$ cat config.mk
export PLATFORM = sky130hd
export DESIGN_NAME = scaler_vline_gen_flat
export DESIGN_NICKNAME = d
export VERILOG_FILES = /design/src/rtl/scaler_vline_gen_if.sv /design/src/rtl/scaler_vline_gen.sv /design/src/flat_wrapper.sv
export SDC_FILE = /design/constraint.sdc
export NUM_CORES = 1
export LEC_CHECK = 0
export ABC_CLOCK_PERIOD_IN_PS = 9500
export CAP_MARGIN = 20
export CORE_MARGIN = 5
export CORE_UTILIZATION = 50
export DETAILED_ROUTE_END_ITERATION = 10
export DONT_BUFFER_PORTS = 1
export PLACE_DENSITY = 0.74
export SETUP_SLACK_MARGIN = 0.4
export SYNTH_ARGS = -nofsm -noshare
export SYNTH_HDL_FRONTEND = slang
export SYNTH_SLANG_ARGS = --single-unit
$ cat constraint.sdc
create_clock -name VCLK -period 9.5 [get_ports VCLK]
set_clock_uncertainty 0.2 [all_clocks]
set_input_delay 0.475 -clock VCLK [delete_from_list [all_inputs] [get_ports VCLK]]
set_output_delay 0.475 -clock VCLK [all_outputs]
set_load 0.1 [all_outputs]
$ cat src/rtl/scaler_vline_gen_if.sv
// -----------------------------------------------------------------------------
// scaler_vline_gen_if
//   Per-line handshake between the vertical line generator and the scaler
//   read/interpolation datapath.
//
//   line_req_i        datapath -> gen   one-cycle request for the next line
//   lines_avail_i     datapath -> gen   input lines fully written this frame
//   frame_buffered_i  datapath -> gen   whole input frame present
//   line_valid_o      gen -> datapath   one-cycle strobe, line outputs valid
//   rdline_a_o        gen -> datapath   upper source line
//   rdline_b_o        gen -> datapath   lower source line
//   weight_o          gen -> datapath   blend weight toward rdline_b
//   last_line_o       gen -> datapath   qualifies the final output line
//   stall_o           gen -> datapath   waiting for rdline_b to be written
//   req_err_o         gen -> datapath   request arrived when not accepted
// -----------------------------------------------------------------------------
interface scaler_vline_gen_if #(
   parameter int WGT_W = 8
);
   logic             line_req_i;
   logic [9:0]       lines_avail_i;
   logic             frame_buffered_i;
   logic             line_valid_o;
   logic [9:0]       rdline_a_o;
   logic [9:0]       rdline_b_o;
   logic [WGT_W-1:0] weight_o;
   logic             last_line_o;
   logic             stall_o;
   logic             req_err_o;

   modport slave (
      input  line_req_i,
      input  lines_avail_i,
      input  frame_buffered_i,
      output line_valid_o,
      output rdline_a_o,
      output rdline_b_o,
      output weight_o,
      output last_line_o,
      output stall_o,
      output req_err_o
   );

   modport master (
      output line_req_i,
      output lines_avail_i,
      output frame_buffered_i,
      input  line_valid_o,
      input  rdline_a_o,
      input  rdline_b_o,
      input  weight_o,
      input  last_line_o,
      input  stall_o,
      input  req_err_o
   );
endinterface

$ cat src/rtl/scaler_vline_gen.sv
// -----------------------------------------------------------------------------
// scaler_vline_gen
//   Vertical source-line generator for the scaler. Latches the vertical
//   scaling configuration once per output frame, then for each output line
//   request produces the two input lines to blend plus a blend weight, and
//   holds off until the line buffer contains the lower source line.
//
//   Ports
//     VCLK                video/scaler clock
//     nRST                asynchronous active-low reset
//     frame_start_i       output vsync pulse; latches config, restarts frame
//     vpos_1st_rdline_i   first input line to read
//     vlines_in_needed_i  input lines spanned by the active output
//     vlines_out_i        output active lines
//     v_interp_factor_i   floor(2^FRAC_W / vlines_out)
//     lif                 line request/response handshake (slave side)
//
// State | meaning
// ------+-----------------------------------------------------------------
// IDLE  | after reset, no frame configured; requests are errors
// PREP  | one cycle: compute step, initial position, last source line
// ACTIVE| waiting for a line request
// CHECK | computing a/b/w, waiting until rdline_b is in the line buffer
// DONE  | all output lines of the frame issued; requests are errors
// -----------------------------------------------------------------------------
module scaler_vline_gen #(
   parameter int FRAC_W = 17,
   parameter int WGT_W  = 8
) (
   input  logic                VCLK,
   input  logic                nRST,
   input  logic                frame_start_i,
   input  logic [9:0]          vpos_1st_rdline_i,
   input  logic [9:0]          vlines_in_needed_i,
   input  logic [11:0]         vlines_out_i,
   input  logic [FRAC_W:0]     v_interp_factor_i,
   scaler_vline_gen_if.slave   lif
);

   // 10 integer line bits + 1 guard bit above the fraction
   localparam int POS_W = FRAC_W + 11;

   typedef enum logic [2:0] {
      ST_IDLE   = 3'd0,
      ST_PREP   = 3'd1,
      ST_ACTIVE = 3'd2,
      ST_CHECK  = 3'd3,
      ST_DONE   = 3'd4
   } state_t;

   state_t             state_q,       state_d;
   logic [9:0]         vpos_l_q,      vpos_l_d;
   logic [9:0]         needed_l_q,    needed_l_d;
   logic [11:0]        vout_l_q,      vout_l_d;
   logic [FRAC_W:0]    factor_l_q,    factor_l_d;
   logic [POS_W-1:0]   step_l_q,      step_l_d;
   logic [POS_W-1:0]   pos_q,         pos_d;
   logic [11:0]        line_cnt_q,    line_cnt_d;
   logic [9:0]         last_src_q,    last_src_d;
   logic               line_valid_q,  line_valid_d;
   logic [9:0]         rdline_a_q,    rdline_a_d;
   logic [9:0]         rdline_b_q,    rdline_b_d;
   logic [WGT_W-1:0]   weight_q,      weight_d;
   logic               last_line_q,   last_line_d;
   logic               stall_q,       stall_d;
   logic               req_err_q,     req_err_d;

   logic [10:0]        a_full;
   logic               a_clamped;
   logic [9:0]         a_sel;
   logic [10:0]        a_inc;
   logic [9:0]         b_sel;
   logic [WGT_W-1:0]   w_sel;
   logic               src_ready;
   logic               is_last;
   logic [POS_W-1:0]   step_prod;

   // Source-line selection from the current accumulator. The guard bit is
   // included in the clamp compare so a stray carry would still clamp.
   always_comb begin
      a_full    = pos_q[POS_W-1:FRAC_W];
      a_clamped = (a_full > {1'b0, last_src_q});
      a_sel     = a_clamped ? last_src_q : a_full[9:0];
      a_inc     = {1'b0, a_sel} + 11'd1;
      b_sel     = (a_inc > {1'b0, last_src_q}) ? last_src_q : a_inc[9:0];
      w_sel     = a_clamped ? '0 : pos_q[FRAC_W-1 -: WGT_W];
      src_ready = lif.frame_buffered_i || (b_sel < lif.lines_avail_i);
      is_last   = (line_cnt_q == (vout_l_q - 12'd1));
      step_prod = POS_W'(needed_l_q) * POS_W'(factor_l_q);
   end

   always_comb begin
      state_d      = state_q;
      vpos_l_d     = vpos_l_q;
      needed_l_d   = needed_l_q;
      vout_l_d     = vout_l_q;
      factor_l_d   = factor_l_q;
      step_l_d     = step_l_q;
      pos_d        = pos_q;
      line_cnt_d   = line_cnt_q;
      last_src_d   = last_src_q;
      rdline_a_d   = rdline_a_q;
      rdline_b_d   = rdline_b_q;
      weight_d     = weight_q;
      last_line_d  = last_line_q;
      line_valid_d = 1'b0;
      stall_d      = 1'b0;
      req_err_d    = 1'b0;

      if (frame_start_i) begin
         // frame restart wins; a coincident request is silently dropped
         vpos_l_d    = vpos_1st_rdline_i;
         needed_l_d  = vlines_in_needed_i;
         vout_l_d    = vlines_out_i;
         factor_l_d  = v_interp_factor_i;
         last_line_d = 1'b0;
         state_d     = ST_PREP;
      end else begin
         case (state_q)
            ST_PREP: begin
               req_err_d  = lif.line_req_i;
               step_l_d   = step_prod;
               pos_d      = {1'b0, vpos_l_q, {FRAC_W{1'b0}}};
               line_cnt_d = '0;
               last_src_d = (needed_l_q == 10'd0) ? vpos_l_q
                                                  : (vpos_l_q + needed_l_q - 10'd1);
               state_d    = (vout_l_q == 12'd0) ? ST_DONE : ST_ACTIVE;
            end
            ST_ACTIVE: begin
               if (lif.line_req_i) begin
                  state_d = ST_CHECK;
               end
            end
            ST_CHECK: begin
               req_err_d = lif.line_req_i;
               if (src_ready) begin
                  rdline_a_d   = a_sel;
                  rdline_b_d   = b_sel;
                  weight_d     = w_sel;
                  line_valid_d = 1'b1;
                  pos_d        = pos_q + step_l_q;
                  last_line_d  = is_last;
                  line_cnt_d   = line_cnt_q + 12'd1;
                  state_d      = is_last ? ST_DONE : ST_ACTIVE;
               end else begin
                  // registered so it drops in the same cycle valid rises
                  stall_d = 1'b1;
               end
            end
            default: begin
               // ST_IDLE, ST_DONE
               req_err_d = lif.line_req_i;
            end
         endcase
      end
   end

   always_ff @(posedge VCLK or negedge nRST) begin
      if (!nRST) begin
         state_q      <= ST_IDLE;
         vpos_l_q     <= '0;
         needed_l_q   <= '0;
         vout_l_q     <= '0;
         factor_l_q   <= '0;
         step_l_q     <= '0;
         pos_q        <= '0;
         line_cnt_q   <= '0;
         last_src_q   <= '0;
         line_valid_q <= 1'b0;
         rdline_a_q   <= '0;
         rdline_b_q   <= '0;
         weight_q     <= '0;
         last_line_q  <= 1'b0;
         stall_q      <= 1'b0;
         req_err_q    <= 1'b0;
      end else begin
         state_q      <= state_d;
         vpos_l_q     <= vpos_l_d;
         needed_l_q   <= needed_l_d;
         vout_l_q     <= vout_l_d;
         factor_l_q   <= factor_l_d;
         step_l_q     <= step_l_d;
         pos_q        <= pos_d;
         line_cnt_q   <= line_cnt_d;
         last_src_q   <= last_src_d;
         line_valid_q <= line_valid_d;
         rdline_a_q   <= rdline_a_d;
         rdline_b_q   <= rdline_b_d;
         weight_q     <= weight_d;
         last_line_q  <= last_line_d;
         stall_q      <= stall_d;
         req_err_q    <= req_err_d;
      end
   end

   assign lif.line_valid_o = line_valid_q;
   assign lif.rdline_a_o   = rdline_a_q;
   assign lif.rdline_b_o   = rdline_b_q;
   assign lif.weight_o     = weight_q;
   assign lif.last_line_o  = last_line_q;
   assign lif.stall_o      = stall_q;
   assign lif.req_err_o    = req_err_q;

endmodule

$ cat src/flat_wrapper.sv
// flat-port wrapper written by rule: the top's interface ports become plain ports
module scaler_vline_gen_flat 
#(
   parameter int FRAC_W = 17,
   parameter int WGT_W  = 8
)
  (VCLK, nRST, frame_start_i, vpos_1st_rdline_i, vlines_in_needed_i, vlines_out_i, v_interp_factor_i, lif_line_req_i, lif_lines_avail_i, lif_frame_buffered_i, lif_line_valid_o, lif_rdline_a_o, lif_rdline_b_o, lif_weight_o, lif_last_line_o, lif_stall_o, lif_req_err_o);
  scaler_vline_gen_if #(.WGT_W(WGT_W)) lif_i ();
  input  logic VCLK;
  input  logic nRST;
  input  logic frame_start_i;
  input  logic [9:0] vpos_1st_rdline_i;
  input  logic [9:0] vlines_in_needed_i;
  input  logic [11:0] vlines_out_i;
  input  logic [FRAC_W:0] v_interp_factor_i;
  input wire logic [$bits(lif_i.line_req_i)-1:0] lif_line_req_i;
  input wire logic [$bits(lif_i.lines_avail_i)-1:0] lif_lines_avail_i;
  input wire logic [$bits(lif_i.frame_buffered_i)-1:0] lif_frame_buffered_i;
  output wire logic [$bits(lif_i.line_valid_o)-1:0] lif_line_valid_o;
  output wire logic [$bits(lif_i.rdline_a_o)-1:0] lif_rdline_a_o;
  output wire logic [$bits(lif_i.rdline_b_o)-1:0] lif_rdline_b_o;
  output wire logic [$bits(lif_i.weight_o)-1:0] lif_weight_o;
  output wire logic [$bits(lif_i.last_line_o)-1:0] lif_last_line_o;
  output wire logic [$bits(lif_i.stall_o)-1:0] lif_stall_o;
  output wire logic [$bits(lif_i.req_err_o)-1:0] lif_req_err_o;
  assign lif_i.line_req_i = lif_line_req_i;
  assign lif_i.lines_avail_i = lif_lines_avail_i;
  assign lif_i.frame_buffered_i = lif_frame_buffered_i;
  assign lif_line_valid_o = lif_i.line_valid_o;
  assign lif_rdline_a_o = lif_i.rdline_a_o;
  assign lif_rdline_b_o = lif_i.rdline_b_o;
  assign lif_weight_o = lif_i.weight_o;
  assign lif_last_line_o = lif_i.last_line_o;
  assign lif_stall_o = lif_i.stall_o;
  assign lif_req_err_o = lif_i.req_err_o;
  scaler_vline_gen #(.FRAC_W(FRAC_W), .WGT_W(WGT_W)) u_core (.VCLK(VCLK), .nRST(nRST), .frame_start_i(frame_start_i), .vpos_1st_rdline_i(vpos_1st_rdline_i), .vlines_in_needed_i(vlines_in_needed_i), .vlines_out_i(vlines_out_i), .v_interp_factor_i(v_interp_factor_i), .lif(lif_i));
endmodule
## Word-level counts from Yosys, hierarchy flattened

Cells that the tools add are included.
Widths: inputs -> output; s select.

| storage, ports and cells | value |
|---|---|
| register bits after elaboration | 163 |
| logic and storage cells | 71 |
| output and inout port bits | 32 |
| input bits | 65 |

| operators by class | value |
|---|---|
| multipliers | 1 |
| equal/unequal tests | 7 |
| magnitude comparators | 3 |
| muxes and demuxes | 25 |
| reductions and logical operators | 12 |
| add/sub/neg operators | 6 |
| bitwise gates (word level) | 1 |

Operators by type and width:

| kind | number |
|---|---|
| $pmux 28 s2 | 1 |
| $mux 10 | 3 |
| $add 28x28->28 | 1 |
| $mul 10x18->28 | 1 |
| $mux 28 | 1 |
| $pmux 12 s2 | 1 |
| $gt 11x10->1 | 2 |
| $mux 3 | 5 |
| $add 12x1->12 const B | 1 |
| $eq 12x12->1 | 1 |
| $logic_not 12->1 | 1 |
| $mux 12 | 1 |
| $sub 12x1->12 const B | 1 |
| $add 10x1->11 const B | 1 |
| $mux 1 | 11 |
| $add 10x10->10 | 1 |
| $logic_not 10->1 | 1 |
| $lt 10x10->1 | 1 |
| $sub 10x1->10 const B | 1 |
| $pmux 3 s3 | 1 |
| $reduce_and 3->1 | 3 |
| $mux 8 | 1 |
| $eq 3x2->1 const B | 2 |
| $reduce_bool 2->1 | 3 |
| 8 further kinds | 9 |

## Logic depth before layout (Yosys ltp)

| depth | value |
|---|---|
| word-level depth | 10 |
| depth in mapped cells | 39 |
| gate-level depth less buffers | 34 |

## Least setup slack after synthesis

Ideal clock, no wire load.

| timing path | value |
|---|---|
| kind | register -> register |
| from | register u_core.last_src_q[8] |
| to | register u_core.pos_q[7] |
| stages on the path, launching flop included | 38 |
| path buffers | 3 |
| setup slack | 1,882 ps |
| library setup time | 66 ps |
| clock period less this slack | 7,618 ps |
| arrival | 7,352 ps |
| cells stage by stage | dfrtp_1 -> inv_1 -> ha_1 -> a21o_1 -> a211oi_2 -> or4b_4 -> nand2_1 -> clkbuf_1 -> buf_1 -> nand2_1 -> o21ai_0 -> ha_1 -> nand3_1 -> nor4_1 -> nand2_1 -> o21ai_0 -> nand2_1 -> xnor2_1 -> [2 not listed] -> ha_1 -> nand2_1 -> a221o_1 -> a21o_1 -> nand3_1 -> clkbuf_1 -> mux2_2 -> ha_1 -> a21o_1 -> a21o_1 -> a21oi_1 -> o21ai_0 -> nand3_1 -> a21oi_1 -> or3_1 -> and2_1 -> or4b_1 -> nand2_1 |

| between the ends | value |
|---|---|
| cells in the longest elaborated chain, start to end | 9 |

Ends and longest elaborated chain:

| element | RTL line | source |
|---|---|---|
| from (decl) | scaler_vline_gen.sv:59 | `logic [9:0] last_src_q, last_src_d;` |
| from (signal assigned) | scaler_vline_gen.sv:185 | `last_src_q <= last_src_d;` |
| $gt 11x10->1 (*) | scaler_vline_gen.sv:82 | `a_clamped = (a_full > {1'b0, last_src_q});` |
| $mux 10 (*) | scaler_vline_gen.sv:83 | `a_sel = a_clamped ? last_src_q : a_full[9:0];` |
| via u_core.a_sel[1] | scaler_vline_gen.sv:70 | `logic [9:0] a_sel;` |
| $add 10x1->11 (*) | scaler_vline_gen.sv:84 | `a_inc = {1'b0, a_sel} + 11'd1;` |
| $gt 11x10->1 | scaler_vline_gen.sv:85 | `b_sel = (a_inc > {1'b0, last_src_q}) ? last_src_q : a_inc[9:0];` |
| $mux 10 (*) | scaler_vline_gen.sv:85 |  |
| via u_core.b_sel[3] | scaler_vline_gen.sv:72 | `logic [9:0] b_sel;` |
| $lt 10x10->1 (*) | scaler_vline_gen.sv:87 | `src_ready = lif.frame_buffered_i \|\| (b_sel < lif.lines_avail_i);` |
| $logic_or 1x1->1 (*) | scaler_vline_gen.sv:87 |  |
| $ne 2x1->1 (no source line) (*) | - |  |
| $reduce_and 3->1 (no source line) (*) | - |  |
| to (signal assigned) | scaler_vline_gen.sv:183 | `pos_q <= pos_d;` |
| to (decl) | scaler_vline_gen.sv:57 | `logic [POS_W-1:0] pos_q, pos_d;` |

The timed path passes the listed nets; every way through them passes the cells marked *.
A chain may end at the register's enable or synchronous reset.

## Worst setup path after layout

Ends and elaborated chain as after synthesis.

==> flow_summary.toml <==
[detailed_routing]
drt_first_pass_iters = 5
wire_per_inst_microns = 17.5
top_layer = "met5"
num_vias = 12000
wl_met2_microns = 17400
drt_iter0_markers = 741
wl_met3_microns = 2620
drc = 0
ant_nets = 0
viasPerCell = 5.57
drt-met1-wl_microns = 16900
wirelength_microns = 37800

[worst_setup_path]
crit_start = "u_core.last_src_q[8]"
crit_type = "reg -> reg"
reg2reg_to = "u_core.pos_q[7]"
startpoint_type = "flip-flop"
crit_arrival_ns = 8.54
cp.required_ns = 9.69
crit_path_end_kind = "flip-flop"
slowest_delay_ns = 0.65
endpoint = "u_core.pos_q[7]"
cp_top_family = "simple AND/OR/NAND/NOR gates"
cpMaxStageDelayCell = "or3_2"
reg2regPathDepth = 32
reg2reg_slack_ns = 1.15
critPathBufInv = 1
r2r_start = "u_core.last_src_q[8]"
cp.depth = 32
crit_path_max_fanout = 21

[logic_synthesis]
avgSynthCellArea_sq_um = 8.83
ys_warn_count = 0
synthTopCellsByCount = "279 x nand2_1, 190 x inv_1, 163 x dfrtp_1, 145 x o21ai_0, 139 x ha_1"
yosys.area_share.simple_pct = 16.3
synth.mux.area_fraction_pct = 3.72
synth.most_common_cell = "nand2_1"
synth-xor-area-share_pct = 4.33
synth_top_cell_by_area = "dfrtp_1"
synth_edf_count = 0
ys_types = 63
syn_nets = 2075
netlist_area_sq_um = 15400
yosysTopAreaCellShare_pct = 26.5
synthArstFlopShare_pct = 100
synth_area_leaders = "dfrtp_1 27%, fa_1 17%, ha_1 11%"
synthCells = 1743
synth_flop_cell = "dfrtp_1"
synth.yosys.seq_area_share_pct = 26.5
synth_top_family_by_area = "adder cells"
synthAdderAreaFrac_pct = 28.0
ys_ff_latch = 163
synth-compound-area-share_pct = 14.4

[sta]
worst_pin_slew_ns = 0.973
hold_ws_ns = 0.0150
hold_viol = 0
rsz0062_at_grt = "false"
setup_viol = 0
finalCriticalPeriod_ns = 8.35
timing.fmax_mhz = 120
fin_crit_sh_pct = 87.9
slew_viol_final = 0
relSlewSlack_pct = 35.1
tns_ns = 0

[global_routing]
grt_max_degree = 164
grt_pass1_wl_microns = 63400
grt_pass1_vias = 12700
grt.total_usage_pct = 22.9
antenna_found_initial = 1
overflow = 0

[clock_network]
cts_max_level = 4
cts_tree = "yes"
clockBufferDepth = 2
clk-insertion-delay-late_ns = 0.45
cts_buffers = 17
cts_num_sinks = 163
clock_tree.root_cell = "clkbuf_16"
path_clk_slew_ns = 0.07

[finish]
diodes = 0
drive_above_1_share_pct = 6.03
nFillCells = 2634
fin_area_sq_um = 16800
layout.cells.non_filler = 2154
seq_area_sq_um = 4080
area_growth_syn_to_layout_pct = 9.29
nets = 2077
multi_input_area_sq_um = 10300

[flow_run]
max_cap_viol_count = 0

[placed_design]
io_buffer_count = 0
dp.cells = 2068
dp_hpwl_microns = 28100
placedInstanceArea_sq_um = 15600
routabilityCongestion = 0.891

[floorplan]
die-width_microns = 185
die-area_sq_um = 34400
io_pins = 97
core_sq_um = 30500
die_y_microns = 185
row_count = 64
start_util_pct = 50.4

[status]
outcome = "complete, no violations"

[worst_hold_path]
hp-class = "in -> reg"
whs_path_depth = 2
## worst reg2reg max path: cells and delay by family, from the launching register on
family          cells  cell delay, ns
compound gates     11            1.91
xor+xnor            1            0.18
fa+ha+maj           4            1.18
buf+inv             1            0.24
flops               1            0.42
mux                 1            0.38
simple gates       14            3.78
## flip-flops by register name, summed over array words and instances (netlist names), 12 cells and up
register,flops
u_core.vout_l_q,12
u_core.line_cnt_q,12
u_core.factor_l_q,18
u_core.step_l_q,28
u_core.pos_q,28
## metal layers
metal	global-route usage, %	up-vias
li1	-	5821
met1	29.9	5778
met2	38.4	332
met3	5.28	64
met4	6.46	2
met5	0	-
## how the worst min path moves through the flow
stage | endpoint | slack (ns) | startpoint
final | u_core.vpos_l_q[0] | 0.01 | frame_start_i
after global routing | u_core.vpos_l_q[0] | 0.02 | frame_start_i
after CTS | u_core.vpos_l_q[0] | 0.01 | frame_start_i
after detailed placement | u_core.step_l_q[0] | -0.006 | nRST
after global placement | u_core.factor_l_q[0] | -0.02 | nRST
after floorplan | u_core.factor_l_q[0] | -0.02 | nRST
## area by class of cell
type | instances | area share [%]
multi-input cells | 1307 | 61.1
inverters | 191 | 4.26
well taps | 396 | 2.95
clock buffers | 18 | 2.55
flip-flops and latches | 163 | 24.3
clock inverters | 14 | 0.997
repair buffers | 65 | 3.93
## kinds of logic after synthesis
logic type	after synthesis
flip-flops	163
AO/OA/AOI/OAI	370
adder cells (fa/ha/maj)	267
AND/OR/NAND/NOR	543
buffers and inverters	273
XOR/XNOR	76
multiplexers	51
## through the flow
step	utilization, %	setup WS (ns)
floorplan	-	1.88
global placement	51.3	1.22
detailed placement	51.3	0.897
CTS	55.1	0.846
global route	55.1	0.402
finish	55.1	1.15
## cells in the final DEF, fill, tap and decap left out, types with 49 or more instances in the layout
cell type      synthesis  layout
mux2_2                49      49
fa_1                 128     128
a21oi_1               98      98
o21ai_0              145     145
nand2_1              279     279
ha_1                 139     139
inv_1                190     190
and2_1                77      77
dlygate4sd3_1          0      51
dfrtp_1              163     163
nor2_1                69      69
## repair_timing
| item | CTS | global route |
|---|---|---|
| endpoints found under the hold margin | 218 | 0 |
| buffers inserted | 0 | 0 |
| hold buffers | 54 | 0 |
| resized for setup | 0 | 2 |
| setup endpoints to repair | 0 | 58 |
Power is not shown: default switching activity piles up to over one toggle a cycle in this logic, so the estimate is an artifact.
